$ cat src/rtl/chunked_adder_sequencer.sv
// Multi-cycle WIDTH-bit adder that reuses one CHUNK-bit carry-lookahead group,
// one chunk per clock from the LSB chunk up, with valid/ready handshakes on both sides.
module chunked_adder_sequencer #(
  parameter int WIDTH = 16,
  parameter int CHUNK = 4
) (
  input  logic             clk_in,
  input  logic             rst_n_in,
  input  logic             start_in,
  output logic             ready_out,
  input  logic [WIDTH-1:0] a_in,
  input  logic [WIDTH-1:0] b_in,
  input  logic             c_in,
  output logic             valid_out,
  input  logic             ack_in,
  output logic [WIDTH-1:0] sum_out,
  output logic             c_out,
  output logic             overflow_out,
  output logic             pg_out
);

  localparam int NUM_CHUNKS = WIDTH / CHUNK;
  localparam int CNT_W = (NUM_CHUNKS > 1) ? $clog2(NUM_CHUNKS) : 1;

  if (CHUNK < 1 || (WIDTH % CHUNK) != 0) begin : g_bad_chunk
    $error("chunked_adder_sequencer: WIDTH must be a multiple of CHUNK");
  end

  // state | meaning
  // IDLE  | ready for operands
  // RUN   | one chunk added per cycle, LSB chunk first
  // DONE  | result presented, held until ack_in
  typedef enum logic [1:0] {IDLE, RUN, DONE} state_t;

  state_t           state, state_next;
  logic [WIDTH-1:0] a_reg, b_reg, sum_acc, sum_full;
  logic [CNT_W-1:0] cnt;
  logic             carry_reg, pg_acc;
  logic [CHUNK-1:0] p, g, s;
  logic [CHUNK:0]   c;
  logic             group_p, last_chunk, prop, term;

  assign last_chunk = (cnt == CNT_W'(NUM_CHUNKS - 1));

  // Flattened sum-of-products lookahead: every carry depends only on p/g and the chunk carry-in.
  always_comb begin
    prop     = 1'b0;
    term     = 1'b0;
    p        = a_reg[int'(cnt)*CHUNK +: CHUNK] ^ b_reg[int'(cnt)*CHUNK +: CHUNK];
    g        = a_reg[int'(cnt)*CHUNK +: CHUNK] & b_reg[int'(cnt)*CHUNK +: CHUNK];
    c        = '0;
    c[0]     = carry_reg;
    for (int i = 0; i < CHUNK; i++) begin
      prop = p[i];
      term = g[i];
      for (int j = i - 1; j >= 0; j--) begin
        term = term | (prop & g[j]);
        prop = prop & p[j];
      end
      c[i+1] = term | (prop & carry_reg);
    end
    s        = p ^ c[CHUNK-1:0];
    group_p  = &p;
    sum_full = sum_acc;
    sum_full[int'(cnt)*CHUNK +: CHUNK] = s;
  end

  always_ff @(posedge clk_in or negedge rst_n_in) begin
    if (!rst_n_in) state <= IDLE;
    else           state <= state_next;
  end

  always_comb begin
    state_next = state;
    ready_out  = 1'b0;
    valid_out  = 1'b0;
    case (state)
      IDLE: begin
        ready_out = 1'b1;
        if (start_in) state_next = RUN;
      end
      RUN:  if (last_chunk) state_next = DONE;
      DONE: begin
        valid_out = 1'b1;
        if (ack_in) state_next = IDLE;
      end
      default: state_next = IDLE;
    endcase
  end

  always_ff @(posedge clk_in or negedge rst_n_in) begin
    if (!rst_n_in) begin
      a_reg        <= '0;
      b_reg        <= '0;
      sum_acc      <= '0;
      cnt          <= '0;
      carry_reg    <= 1'b0;
      pg_acc       <= 1'b0;
      sum_out      <= '0;
      c_out        <= 1'b0;
      overflow_out <= 1'b0;
      pg_out       <= 1'b0;
    end else if (state == IDLE && start_in) begin
      a_reg     <= a_in;
      b_reg     <= b_in;
      carry_reg <= c_in;
      sum_acc   <= '0;
      cnt       <= '0;
      pg_acc    <= 1'b1;
    end else if (state == RUN) begin
      sum_acc   <= sum_full;
      carry_reg <= c[CHUNK];
      pg_acc    <= pg_acc & group_p;
      if (last_chunk) begin
        cnt          <= '0;
        sum_out      <= sum_full;
        c_out        <= c[CHUNK];
        overflow_out <= c[CHUNK-1] ^ c[CHUNK];
        pg_out       <= pg_acc & group_p;
      end else begin
        cnt <= CNT_W'(cnt + 1'b1);
      end
    end
  end

endmodule
$ cat config.mk
export PLATFORM = sky130hd
export DESIGN_NAME = chunked_adder_sequencer
export DESIGN_NICKNAME = d
export VERILOG_FILES = /design/src/rtl/chunked_adder_sequencer.sv
export SDC_FILE = /design/constraint.sdc
export NUM_CORES = 1
export LEC_CHECK = 0
export CORE_MARGIN = 5
export CORE_UTILIZATION = 35
export DETAILED_ROUTE_END_ITERATION = 7
export GPL_ROUTABILITY_DRIVEN = 0
export PLACE_DENSITY_LB_ADDON = 0.3
export SLEW_MARGIN = 25
export SYNTH_ARGS = -nofsm -noshare
export SYNTH_HDL_FRONTEND = slang
export SYNTH_SLANG_ARGS = --single-unit
$ cat constraint.sdc
create_clock -name clk_in -period 4.6 [get_ports clk_in]
set_clock_uncertainty 0.1 [all_clocks]
set_input_delay 0.92 -clock clk_in [delete_from_list [all_inputs] [get_ports clk_in]]
set_output_delay 0.92 -clock clk_in [all_outputs]
set_load 0.005 [all_outputs]
# After elaboration in Yosys (flattened, before gate mapping)
# Cells that the tools add are included.
# totals
elab_cells	77
out_inout_bits	21
regBits	73
# op_classes
bitwise_logic	32
addsub	2
mux	16
reduce_logical	6
n_eq_ne	6
n_shift	4
# op_table
op	count
$neg 4->33	1
$shift 4x33->16 const A	1
$shiftx 4x33->16	1
$mux 16	2
$shiftx 16x5->4	2
$and 1x1->1	17
$bwmux 16	1
$mux 2	6
$or 1x1->1	10
$xor 4x4->4	2
$mux 1	6
$ne 2x2->1 const B	3
$pmux 2 s3	1
$reduce_and 3->1	2
$and 4x4->4	1
$eq 2x2->1 const B	2
$reduce_and 4->1	1
$add 2x1->2 const B	1
$eq 2x1->1 const B	1
$logic_not 2->1	1
$reduce_bool 2->1	1
$logic_and 1x1->1	1
$not 1->1	1
$xor 1x1->1	1

# Depth between registers and ports, before layout
# logic_depth
depth_word	11
depth_mapped	8
depth_no_buf	6

# Worst setup path after synthesis
# No wires, ideal clock.
# synth_timing
path_type	reg-to-reg
startpoint	reg cnt[0]
endpoint	reg sum_acc[11]
path_buffers	2
stages_incl_launch_ff	9
period_less_slack_ns	2.638
setup_time_ns	0.121
arrival_time_ns	2.417
setup_slack_ns	1.962
required_time_ns	4.379
cell_sequence	dfrtp_1 -> buf_2 -> buf_6 -> mux4_2 -> ha_1 -> a211oi_2 -> o21bai_4 -> xor2_1 -> a22o_1
# synth_via
elab_chain_len	11
# synth_lines
item	line_no	text
start: declaration	37	logic [CNT_W-1:0] cnt;
start signal: assignment	121	cnt <= CNT_W'(cnt + 1'b1);
$shiftx 16x5->4	49, 50	
$xor 4x4->4 or $and 4x4->4 (tied branches)	49, 50	
$and 1x1->1 (on tied branches)	57, 58	
$or 1x1->1, or another cell as far along	57	term = term | (prop & g[j]);
$or 1x1->1 or $and 1x1->1 (tied branches)	57, 60	
$or 1x1->1	60	c[i+1] = term | (prop & carry_reg);
$xor 4x4->4	62	s = p ^ c[CHUNK-1:0];
$shiftx 4x33->16	65	sum_full[int'(cnt)*CHUNK +: CHUNK] = s;
$bwmux 16 *	65	
$mux 16 *	110	end else if (state == RUN) begin
$mux 16 *	103	end else if (state == IDLE && start_in) begin
end signal: assignment	111	sum_acc <= sum_full;
end: declaration	36	logic [WIDTH-1:0] a_reg, b_reg, sum_acc, sum_full;
# Mark *: on every way between the ends. The rest lies on a longest branch, timed or not. The select of a mux whose other input is x is not followed.
# A chain may end at the register's enable or synchronous reset.

# Worst setup path in the final report
# Ends and elaborated chain as after synthesis.

==> flow_metrics.env <==
export IMPL_r2r_start="cnt[0]"
export IMPL_top_layer="met4"
export IMPL_dieArea_um2=12300
export IMPL_initial_utilization=0.353
export IMPL_met2WireLength_um=4070
export IMPL_slew_headroom=0.389
export IMPL_clock_sinks=73
export IMPL_powerDensity_nw_per_um2=834
export IMPL_synth_fp_nets=343
export IMPL_cts_buffers=9
export IMPL_drt_met1_wl_um=3590
export IMPL_start_kind="flip-flop"
export IMPL_die_h_um=111
export IMPL_cp_data_required_time_ns=4.79
export IMPL_reg2reg_to="sum_acc[11]"
export IMPL_post_route_drc_count=0
export IMPL_ys_types=42
export IMPL_setup_tns_final_ns=0
export IMPL_maxSlewViolCount=0
export IMPL_postCtsResizedCells=0
export IMPL_synth_warnings=0
export IMPL_layout_common_cells="73 x dfrtp_1, 56 x clkdlybuf4s50_1, 32 x mux2_2"
export IMPL_final_common_cell="dfrtp_1"
export IMPL_ys_ff_latch=73
export IMPL_nets=399
export IMPL_setup_worst_path_end_class="flip-flop"
export IMPL_cts_tree="yes"
export IMPL_clkSlewWorstSetupHoldPaths_ns=0.08
export IMPL_viasPerCell=5.26
export IMPL_num_rows=37
export IMPL_min_period_ns=2.93
export IMPL_routedWlPerCell_um=16.8
export IMPL_path_class="flip-flop to flip-flop"
export IMPL_regToRegSetupSlack_ns=1.67
export IMPL_whs_path_depth=2
export IMPL_ir_drop_uv=430
export IMPL_hold_end="sum_out[3]"
export IMPL_avgSynthCellArea_um2=12.2
export IMPL_syn_cell_area_um2=3580
export IMPL_cpPeakStageDelay_ns=0.63
export IMPL_hp_class="flip-flop to flip-flop"
export IMPL_setup_viol=0
export IMPL_rsz0062_at_grt="false"
export IMPL_fmax_mhz=341
export IMPL_drive_above_1_share=0.180
export IMPL_grt_overflow_total=0
export IMPL_synthArstFlopShare=1.00
export IMPL_drv_cap=0
export IMPL_drt_initial_drc_count=85
export IMPL_finalWirelength_um=8240
export IMPL_holdCritStartpoint="sum_out[3]"
export IMPL_synth_seq_area_share=0.511
export IMPL_synth_edff_count=0
export IMPL_drtAntennaViolNets=0
export IMPL_cts_setup_buffers=0
export IMPL_met3_length_um=474
export IMPL_clock_latency_ns=0.35
export IMPL_cp_arrival_ns=3.11
export IMPL_clockBufferDepth=2
export IMPL_drt_first_pass_iters=4
export IMPL_status="complete, no violations"
export IMPL_holdWs_ns=0.391
export IMPL_cts_hold_buffers=0
export IMPL_synth_flop_cell="dfrtp_1"
export IMPL_grt_max_degree=43
export IMPL_port_buffers=57
export IMPL_via_count=2582
export IMPL_crit_path_cell_trace="mux4_2 > ha_1 > o21ai_2 > o21bai_4 > xor2_1 > a22o_1"
export IMPL_dp_hpwl_um=5900
export IMPL_worst_slew_pin_slew_ns=0.914
export IMPL_h_tree_depth=3
export IMPL_io_pins=58
export IMPL_grt_pass1_wl_um=13700
export IMPL_crit_fanout=11
export IMPL_diodes=0
export IMPL_syn_instance_count=294
export IMPL_antenna_found_initial=0
export IMPL_grt_pass1_vias=2661
export IMPL_slowest_stage="dfrtp_1"
export IMPL_power_mw=3.71
export IMPL_track_usage=0.138
export IMPL_fin_crit_sh=0.637
export IMPL_core_area_um2=10100
export IMPL_ff2ff_path_depth=6
export IMPL_syn2layout_area_growth_pct=24.4
export IMPL_hold_viol=0
export IMPL_leakage_nw=1.88
export IMPL_root_buffer="clkbuf_8"
export IMPL_chipWidth_um=111
==> worst max path at each step <==
stage / cells after the start / end / startpoint
finish: 6 / sum_acc[11] / cnt[0]
global route: 6 / sum_acc[11] / cnt[0]
CTS: 6 / sum_acc[11] / cnt[0]
detailed placement: 4 / b_reg[2] / start_in
global placement: 4 / b_reg[14] / start_in
floorplan: 8 / sum_acc[11] / cnt[0]
==> critical path, delay by kind of cell (launching register included) <==
| kind | cells | cell delay, ns |
|---|---|---|
| AOI/OAI and AO/OA | 3 | 0.56 |
| DFF | 1 | 0.63 |
| muxes | 1 | 0.58 |
| xor gates and xnor gates | 1 | 0.44 |
| adders and majority gates | 1 | 0.57 |
==> metrics by stage <==
stage,cells,utilization,instance area [µm²],worst slack [ns]
5_1_grt,491,0.439,4450,1.50
4_1_cts,490,0.437,4440,1.67
3_5_place_dp,474,0.418,4240,1.57
2_1_floorplan,294,-,3580,1.96
6_report,491,0.439,4450,1.67
3_3_place_gp,474,0.418,4240,1.60
==> cells in the mapped netlist, types with 3 or more instances <==
cell | count | area, µm²
inv_1 | 8 | 30.0
and3_1 | 4 | 25.0
nand2_1 | 16 | 60.1
ha_1 | 11 | 138
a21oi_1 | 6 | 30.0
a21o_1 | 5 | 37.5
nand2b_1 | 7 | 43.8
dfrtp_1 | 73 | 1830
mux2_2 | 32 | 360
buf_2 | 7 | 35.0
o21ai_0 | 10 | 50.1
nand3b_1 | 4 | 30.0
clkbuf_1 | 3 | 11.3
nand3_1 | 8 | 40.0
o31ai_1 | 6 | 45.0
nand4bb_1 | 3 | 33.8
buf_4 | 4 | 30.0
a22o_1 | 13 | 114
a221oi_1 | 8 | 70.1
mux4_2 | 8 | 180
mux2i_1 | 5 | 50.1
nor2_1 | 30 | 113
==> kinds of logic after synthesis <==
| kind of cell | share of synthesized area |
|---|---|
| compound gates | 0.121 |
| mux | 0.165 |
| fa+ha+maj | 0.0441 |
| flops | 0.511 |
| xor+xnor | 0.00980 |
| simple gates | 0.116 |
| buf+inv | 0.0329 |
==> power breakdown <==
part           internal (mW)  switching [mW]  leakage [nW]  total (mW)
logic                  0.946            1.12         0.874        2.07
clock network          0.252           0.250        0.0929       0.502
registers              0.934           0.203         0.911        1.14
==> routing by layer <==
metal  up-vias  GRT usage
met5         -          0
met4         0     0.0341
met3         9     0.0508
met2        71      0.225
met1      1317      0.174
li1       1185          -
==> area by class of cell <==
class	instances	area, µm²
fillers	947	5690
flip-flops and latches	73	1830
multi-input cells	198	1630
repair buffers	60	594
well taps	136	170
clock buffers	10	128
clock inverters	6	67.6
inverters	8	30.0
Note: power is estimated with default switching activity, not from simulation.
